--- config.mk ---
export PLATFORM = sky130hd
export DESIGN_NAME = vram_arbiter
export DESIGN_NICKNAME = d
export VERILOG_FILES = /design/src/rtl/vram_arbiter.sv
export SDC_FILE = /design/constraint.sdc
export NUM_CORES = 1
export LEC_CHECK = 0
export BUFFER_PORTS_ARGS = -buffer_cell sky130_fd_sc_hd__buf_2
export CORE_AREA = 4 4 159 100
export CTS_CLUSTER_SIZE = 24
export DETAILED_ROUTE_END_ITERATION = 6
export DIE_AREA = 0 0 163 104
export MAX_ROUTING_LAYER = met4
export PLACE_DENSITY = 0.81
export SYNTH_ARGS = -nofsm -noshare
export SYNTH_HDL_FRONTEND = slang
export SYNTH_SLANG_ARGS = --single-unit
--- constraint.sdc ---
create_clock -name clk -period 3.8 [get_ports clk]
set_input_delay 0.76 -clock clk [delete_from_list [all_inputs] [get_ports clk]]
set_output_delay 0.76 -clock clk [all_outputs]
set_load 0.03 [all_outputs]
--- src/rtl/vram_arbiter.sv ---
`default_nettype none
// ============================================================================
// Module   : vram_arbiter
// Purpose  : Shares one single-port synchronous video RAM between the LCD scan
//            read path (absolute priority) and a pixel writer. Writer words
//            are buffered in a small FIFO and drained on cycles the LCD is not
//            reading. A fill engine clears the whole frame to one colour.
// Ports    : clk, rst_n              - clock, asynchronous active-low reset
//            i_lcd_en/i_lcd_addr     - LCD read request and address
//            o_lcd_data              - LCD read data (RAM pass-through)
//            i_wr_valid/addr/data    - writer handshake, o_wr_ready = accept
//            i_fill_start/color      - frame fill request and colour
//            o_fill_done             - pulse one cycle after last fill write
//            o_busy                  - draining, filling or FIFO non-empty
//            o_ram_addr/data/we      - RAM port, i_ram_data - RAM read data
// Revision : 1.0 - initial release
// ============================================================================
module vram_arbiter #(
    parameter int AW     = 14,
    parameter int DW     = 16,
    parameter int NWORDS = 12288,
    parameter int FDEPTH = 4
) (
    input  logic          clk,
    input  logic          rst_n,
    input  logic          i_lcd_en,
    input  logic [AW-1:0] i_lcd_addr,
    output logic [DW-1:0] o_lcd_data,
    input  logic          i_wr_valid,
    input  logic [AW-1:0] i_wr_addr,
    input  logic [DW-1:0] i_wr_data,
    output logic          o_wr_ready,
    input  logic          i_fill_start,
    input  logic [DW-1:0] i_fill_color,
    output logic          o_fill_done,
    output logic          o_busy,
    output logic [AW-1:0] o_ram_addr,
    output logic [DW-1:0] o_ram_data,
    output logic          o_ram_we,
    input  logic [DW-1:0] i_ram_data
);

    localparam int            C_PW    = $clog2(FDEPTH);
    localparam logic [1:0]    C_IDLE  = 2'd0;
    localparam logic [1:0]    C_DRAIN = 2'd1;
    localparam logic [1:0]    C_FILL  = 2'd2;
    localparam logic [AW-1:0] C_LAST  = AW'(NWORDS - 1);

    logic [1:0]    r_state;
    logic [1:0]    w_state_nxt;

    logic [C_PW:0] r_wptr;
    logic [C_PW:0] r_rptr;
    logic [C_PW:0] w_wptr_nxt;
    logic [C_PW:0] w_rptr_nxt;
    logic [AW-1:0] r_fifo_addr [FDEPTH];
    logic [DW-1:0] r_fifo_data [FDEPTH];

    logic [AW-1:0] r_fill_cnt;
    logic [DW-1:0] r_fill_color;
    logic          r_fill_done;

    logic          w_empty;
    logic          w_full;
    logic          w_empty_nxt;
    logic          w_push;
    logic          w_pop;
    logic          w_fill_we;
    logic          w_fill_last;
    logic          w_fill_accept;

    // ------------------------------------------------------------------
    // FIFO status: extra pointer MSB distinguishes full from empty
    // ------------------------------------------------------------------
    assign w_empty = (r_wptr == r_rptr);
    assign w_full  = (r_wptr[C_PW] != r_rptr[C_PW]) &&
                     (r_wptr[C_PW-1:0] == r_rptr[C_PW-1:0]);

    assign w_pop         = (r_state == C_DRAIN) && !i_lcd_en && !w_empty;
    // A pop in the same cycle frees the slot, so a full FIFO still accepts.
    assign o_wr_ready    = (!w_full || w_pop) && (r_state != C_FILL);
    assign w_push        = i_wr_valid && o_wr_ready;
    assign w_fill_accept = (r_state == C_IDLE) && w_empty && i_fill_start;
    assign w_fill_we     = (r_state == C_FILL) && !i_lcd_en;
    assign w_fill_last   = w_fill_we && (r_fill_cnt == C_LAST);

    assign w_wptr_nxt  = r_wptr + {{C_PW{1'b0}}, w_push};
    assign w_rptr_nxt  = r_rptr + {{C_PW{1'b0}}, w_pop};
    assign w_empty_nxt = (w_wptr_nxt == w_rptr_nxt);

    // ------------------------------------------------------------------
    // FSM: state register
    // ------------------------------------------------------------------
    always_ff @(posedge clk or negedge rst_n) begin
        if (!rst_n) begin
            r_state <= C_IDLE;
        end else begin
            r_state <= w_state_nxt;
        end
    end

    // ------------------------------------------------------------------
    // FSM: next-state logic
    // ------------------------------------------------------------------
    always_comb begin
        w_state_nxt = r_state;
        case (r_state)
            C_IDLE: begin
                if (!w_empty) begin
                    w_state_nxt = C_DRAIN;
                end else if (w_fill_accept) begin
                    w_state_nxt = C_FILL;
                end
            end
            C_DRAIN: begin
                if (w_empty_nxt) begin
                    w_state_nxt = C_IDLE;
                end
            end
            C_FILL: begin
                if (w_fill_last) begin
                    w_state_nxt = C_IDLE;
                end
            end
            default: w_state_nxt = C_IDLE;
        endcase
    end

    // ------------------------------------------------------------------
    // FSM: outputs / RAM port mux (LCD read wins, writes are held)
    // ------------------------------------------------------------------
    always_comb begin
        o_ram_addr = '0;
        o_ram_data = '0;
        o_ram_we   = 1'b0;
        if (i_lcd_en) begin
            o_ram_addr = i_lcd_addr;
        end else if (w_pop) begin
            o_ram_addr = r_fifo_addr[r_rptr[C_PW-1:0]];
            o_ram_data = r_fifo_data[r_rptr[C_PW-1:0]];
            o_ram_we   = 1'b1;
        end else if (w_fill_we) begin
            o_ram_addr = r_fill_cnt;
            o_ram_data = r_fill_color;
            o_ram_we   = 1'b1;
        end
    end

    assign o_lcd_data  = i_ram_data;
    assign o_fill_done = r_fill_done;
    assign o_busy      = (r_state != C_IDLE) || !w_empty;

    // ------------------------------------------------------------------
    // FIFO pointers
    // ------------------------------------------------------------------
    always_ff @(posedge clk or negedge rst_n) begin
        if (!rst_n) begin
            r_wptr <= '0;
            r_rptr <= '0;
        end else begin
            r_wptr <= w_wptr_nxt;
            r_rptr <= w_rptr_nxt;
        end
    end

    // FIFO storage needs no reset: pointers define what is valid.
    always_ff @(posedge clk) begin
        if (w_push) begin
            r_fifo_addr[r_wptr[C_PW-1:0]] <= i_wr_addr;
            r_fifo_data[r_wptr[C_PW-1:0]] <= i_wr_data;
        end
    end

    // ------------------------------------------------------------------
    // Fill engine
    // ------------------------------------------------------------------
    always_ff @(posedge clk or negedge rst_n) begin
        if (!rst_n) begin
            r_fill_cnt   <= '0;
            r_fill_color <= '0;
            r_fill_done  <= 1'b0;
        end else begin
            r_fill_done <= w_fill_last;
            if (w_fill_accept) begin
                r_fill_color <= i_fill_color;
            end
            if (w_fill_last) begin
                r_fill_cnt <= '0;
            end else if (w_fill_we) begin
                r_fill_cnt <= r_fill_cnt + AW'(1);
            end
        end
    end

endmodule
`default_nettype wire

### Word-level counts from Yosys, hierarchy flattened

Memories as Yosys holds them, arrays and structs flattened.
Index checks and enable logic that the tools add are counted.
W data, S select, Z words.

* register bits after elaboration: 39
* latch bits: 0
* memory bits (writable): 120
* memory bits (read-only): 0
* input bits: 81
* output and inout port bits: 50
* word-level logic and storage cells: 58
* memories: 2

* add/subtract/negate cells: 3
* multipliers: 0
* div/mod/pow operators: 0
* $lt $le $gt $ge: 0
* eq/ne operators: 11
* shifts and indexed selects: 0
* multiplexer cells: 18
* bitwise gates (word level): 0
* reductions and logical operators: 18

Memory list
* r_fifo_data: depth 4, width 16, read ports 1, clocked after Yosys merged registers in 0, wr ports 1, line 57 `logic [DW-1:0] r_fifo_data [FDEPTH];`
* r_fifo_addr: depth 4, width 14, read ports 1, clocked after Yosys merged registers in 0, wr ports 1, line 56 `logic [AW-1:0] r_fifo_addr [FDEPTH];`

Operators with widths (number)
* $mux W14: 5
* $mux W16: 3
* $add A14 B1 Y14 const B: 1
* $eq A14 B14 Y1 const B: 1
* $logic_and A1 B1 Y1: 9
* $mux W2: 4
* $add A3 B1 Y3: 2
* $eq A3 B3 Y1: 2
* $ne A2 B2 Y1 const B: 3
* $pmux W2 S3: 1
* $mux W1: 5
* $reduce_bool A2 Y1: 2
* $logic_not A1 Y1: 3
* $ne A3 B3 Y1 const B: 1
* $reduce_and A3 Y1: 1
* $eq A2 B1 Y1 const B: 1
* $eq A2 B2 Y1: 1
* $eq A2 B2 Y1 const B: 1
* $logic_not A2 Y1: 1
* $logic_or A1 B1 Y1: 2
* $ne A1 B1 Y1: 1

### Logic depth before layout (Yosys ltp)

* depth in word-level cells: 10
* gate-level depth with buffers: 11
* mapped depth without buffers: 9

### Worst setup path after synthesis

OpenSTA, ideal clock, no wires.

* path type: input to register
* from: in i_lcd_en
* to: mem r_fifo_addr[1][0] (enable)
* library setup time: 0.461 ns
* data arrival time: 3.569 ns
* required time: 3.339 ns
* slack: -0.230 ns
* stages: 4
* buffers on the path: 1
* cells stage by stage: buf_2 -> nor2_1 -> o2111ai_1 -> nor3b_1

* longest elaborated chain between the ends: 8

Ends and longest elaborated chain
* from (decl): line 26 `input logic i_lcd_en,`
* $logic_not A1 Y1: line 79 `assign w_pop = (r_state == C_DRAIN) && !i_lcd_en && !w_empty;`
* $logic_and A1 B1 Y1 (2 in a row): line 79
* $logic_or A1 B1 Y1: line 81 `assign o_wr_ready = (!w_full || w_pop) && (r_state != C_FILL);`
* $logic_and A1 B1 Y1: line 81
* $logic_and A1 B1 Y1: line 82 `assign w_push = i_wr_valid && o_wr_ready;`
* $mux W1: line 168 `if (w_push) begin`
* $mux W1 (not written as such): line 169 `r_fifo_addr[r_wptr[C_PW-1:0]] <= i_wr_addr;`
* to (decl): line 56

Every way passes these cells.

### Worst setup path after layout

* from: reg r_rptr[0]
* to: out o_ram_data[14]

* longest elaborated chain between the ends: 5
* elaborated cells between the ends (all ways): 6
* those cells by class: eq/ne: 1; mux: 2; reduce/logical: 2; memory: 1

Ends and longest elaborated chain
* from (decl): line 53 `logic [C_PW:0] r_rptr;`
* from (signal assigned): line 162 `r_rptr <= w_rptr_nxt;`
* $eq A3 B3 Y1: line 75 `assign w_empty = (r_wptr == r_rptr);`
* $logic_not A1 Y1: line 79
* $logic_and A1 B1 Y1: line 79
* $mux W16 (*): line 138 `end else if (w_pop) begin`
* $mux W16 (*): line 136 `if (i_lcd_en) begin`
* to (decl): line 38 `output logic [DW-1:0] o_ram_data,`

Every way passes the cells marked *; elsewhere a longest branch is shown, timed or not.

==> impl_metrics.yaml <==
final_layout:
  final_util_pct: 55.43
  synthToLayoutAreaGrowth_pct: 19.04
  nets: 571
  num-fill-cells: 1114
  layout-drive-gt1-share_pct: 40.56
worst_setup_path:
  r2r-end: "r_state[0]"
  path_buf_inv: 3
  r2r_start: "r_rptr[0]"
  cp-startpoint: "r_rptr[0]"
  r2r_slack_ps: 920
  start_kind: "flop"
  crit_path_end_kind: "output pin"
  crit_chain: "xnor2_2 -> nand3b_1 -> nand3_1 -> clkinv_1 -> buf_4 -> a22o_1 -> buf_2"
  path_class: "reg -> out"
  slowest_stage: "dfrtp_2"
  path_max_fanout: 17
  reg2reg_depth: 10
  crit_end: "o_ram_data[14]"
  crit_arrival_ps: 2590
  worst-path-stages: 7
  slowest_delay_ps: 560
  cp.required_ps: 3040
  cpLargestDelayFamily: "buffers and inverters"
sta:
  post-route-period-util_pct: 88.03
  timing.setup.tns_ps: 0
  maxSlewHeadroom_pct: 30.88
  rsz0062_at_grt: "false"
  max_slew.worst_pin.slew_ps: 1037
  worst_clock_skew_ps: 10.80
  fin_ws_ps: 454.9
  fmax_mhz: 298.9
  drv_slew: 0
  fin_crit_ps: 3345
  setup-violations-final: 0
  hold_violations: 0
logic_synthesis:
  ys.flop_type: "edfxtp_1"
  synth.distinct_cells: 41
  synth.avg_cell_area_um2: 17.20
  yosysWarnings: 0
  syn-cell-area_um2: 6655
  yosysTopAreaCell: "edfxtp_1"
  async_flop_share_pct: 24.53
  synth.area.top_cells: "edfxtp_1 54%, dfrtp_1 15%, mux4_2 10%"
  synth_fp_nets: 473
  yosys.area.top_type_share_pct: 54.15
  synth_seq_cells: 159
  postSynthCellCount: 387
  synth_enable_flop_cells: 120
  synth_seq_area_share_pct: 68.81
grt:
  track_usage_pct: 18.46
  met2_usage_pct: 27.93
  use_met1_pct: 24.39
  grt_use_met3_pct: 5.545
  overflow: 0
  grt_max_degree: 40
  grt_antenna_before_repair: 3
  first_global_vias: 4183
  grt_pass1_wl_um: 23070
  busiest_layer: "met2"
clock_tree:
  h-tree-depth: 4
  cts_setup_buffers: 0
  path_clk_slew_ps: 70
  cts_made_buffers: 17
  clock_latency_ps: 420
  cts_resized: 0
  cts_tree: "done"
  hold_buffers: 0
  cts_root_buffer: "clkbuf_16"
  clk_path_buf_depth: 2
  cts_sinks: 159
floorplanning:
  fp.dieW_um: 163
  rows: 34
  die_area_um2: 16950
  start_util_pct: 46.56
  ios: 131
  chipHeight_um: 104
  core_area_um2: 14290
pwr:
  power_w: 0.006147
  power.leakage_nw: 3.067
  vdd_ir_drop_max_v: 0.0003871
  power-per-cell-area_nw_per_um2: 775.9
detailed_routing:
  routed_wl_um: 14620
  vias: 3912
  ant_nets: 0
  via_per_inst: 5.597
  firstDrtPassIters: 5
  drt_iter0_drc: 388
  drc: 0
  wire_per_inst_um: 20.92
place:
  gp_congestion: 0.8466
  place_ws_ps: 706.0
  dp_hpwl_um: 10050
  port_buffers: 98
flow_run:
  drv_cap: 0
worst_hold_path:
  hold_path.class: "in -> async"
run_status:
  status: "finished clean"
report_power, final:
part	switching, W	leakage, nW	internal [W]
Combinational	0.00115	1.21	0.000841
Sequential	0.000195	1.58	0.00231
Clock	0.000718	0.281	0.000927
Total	0.00207	3.07	0.00408
layout by cell type, fill, tap and decap left out, types with 3 or more instances in the layout:
master     Yosys  final
xnor2_1       11     11
xor2_1         5      5
diode_2        0      3
nand2_1       10     10
clkinv_4       0      4
ha_1           5      5
nand3_1        7      7
nor2_1        14     12
edfxtp_1     120    120
mux4_2        30     30
a22oi_1       12     12
nand4b_1       3      3
buf_2          6     98
clkbuf_16      0     17
mux2_4         9      9
buf_4         17     14
a221o_1        3      3
inv_1         18     18
o21ai_0       15     15
inv_6          0      6
dfrtp_1       39     38
a22o_1        17     17
nor3_1         4      3
mux2_2         8      8
how the worst min path moves through the flow:
stage	end	slack (ps)	cells after the start
floorplan	o_fill_done	460	0
global placement	r_fill_color[5]	490	1
detailed placement	r_fill_color[11]	500	1
CTS	r_fill_color[2]	510	1
global route	r_fill_color[3]	530	1
finish	r_fill_color[9]	510	1
kinds of logic after synthesis:
| kind of cell | after synthesis | synth area share (%) |
|---|---|---|
| and+or+nand+nor | 54 | 4.437 |
| AOI/OAI and AO/OA | 52 | 5.753 |
| buffers and inverters | 53 | 4.174 |
| muxes | 47 | 13.54 |
| DFF | 159 | 68.81 |
| xor gates and xnor gates | 17 | 2.350 |
| adders and majority gates | 5 | 0.9400 |
synth_stat cells (2+ instances only):
| library cell | n |
|---|---|
| xnor2_1 | 11 |
| clkbuf_1 | 10 |
| nor2_1 | 14 |
| a22oi_1 | 12 |
| mux4_2 | 30 |
| nand4b_1 | 3 |
| mux2_4 | 9 |
| nor3_1 | 4 |
| edfxtp_1 | 120 |
| nand2_1 | 10 |
| ha_1 | 5 |
| mux2_2 | 8 |
| inv_1 | 18 |
| xor2_1 | 5 |
| buf_4 | 17 |
| a221o_1 | 3 |
| buf_2 | 6 |
| nor4_1 | 2 |
| dfrtp_1 | 39 |
| o21ai_0 | 15 |
| nand3_1 | 7 |
| nor3b_1 | 3 |
| nand2b_1 | 2 |
| a22o_1 | 17 |
per-layer routing:
layer | wire length [um] | vias to the layer above
li1 | - | 1705
met1 | 6149 | 1986
met2 | 6975 | 187
met3 | 1283 | 34
met4 | 216 | 0
met5 | 0 | -
flip-flops by register name (all words and copies together) (netlist names):
register	count
r_wptr	3
r_fifo_data	64
o_fill_done	1
r_fill_color	16
r_state	2
r_fifo_addr	56
r_fill_cnt	14
r_rptr	3
metrics by stage:
| step | instance area (um^2) | std cells | hold slack (ps) |
|---|---|---|---|
| floorplan | 6655 | 387 | 464.4 |
| global placement | 7338 | 664 | 488.4 |
| detailed placement | 7338 | 664 | 498.7 |
| CTS | 7915 | 696 | 513.8 |
| global route | 7923 | 699 | 525.9 |
| finish | 7923 | 699 | 510.4 |
area by class of cell:
type                    instances  area [um^2]  area share, %
multi-input cells             175         1823          23.01
repair buffers                113        615.6          7.770
flip-flops and latches        159         4581          57.82
inverters                      19        71.32         0.9002
clock buffers                  18        429.2          5.417
well taps                     198        247.7          3.127
diodes                          3        7.507        0.09476
clock inverters                14        147.6          1.864
Note: power is estimated with default switching activity, not from simulation.
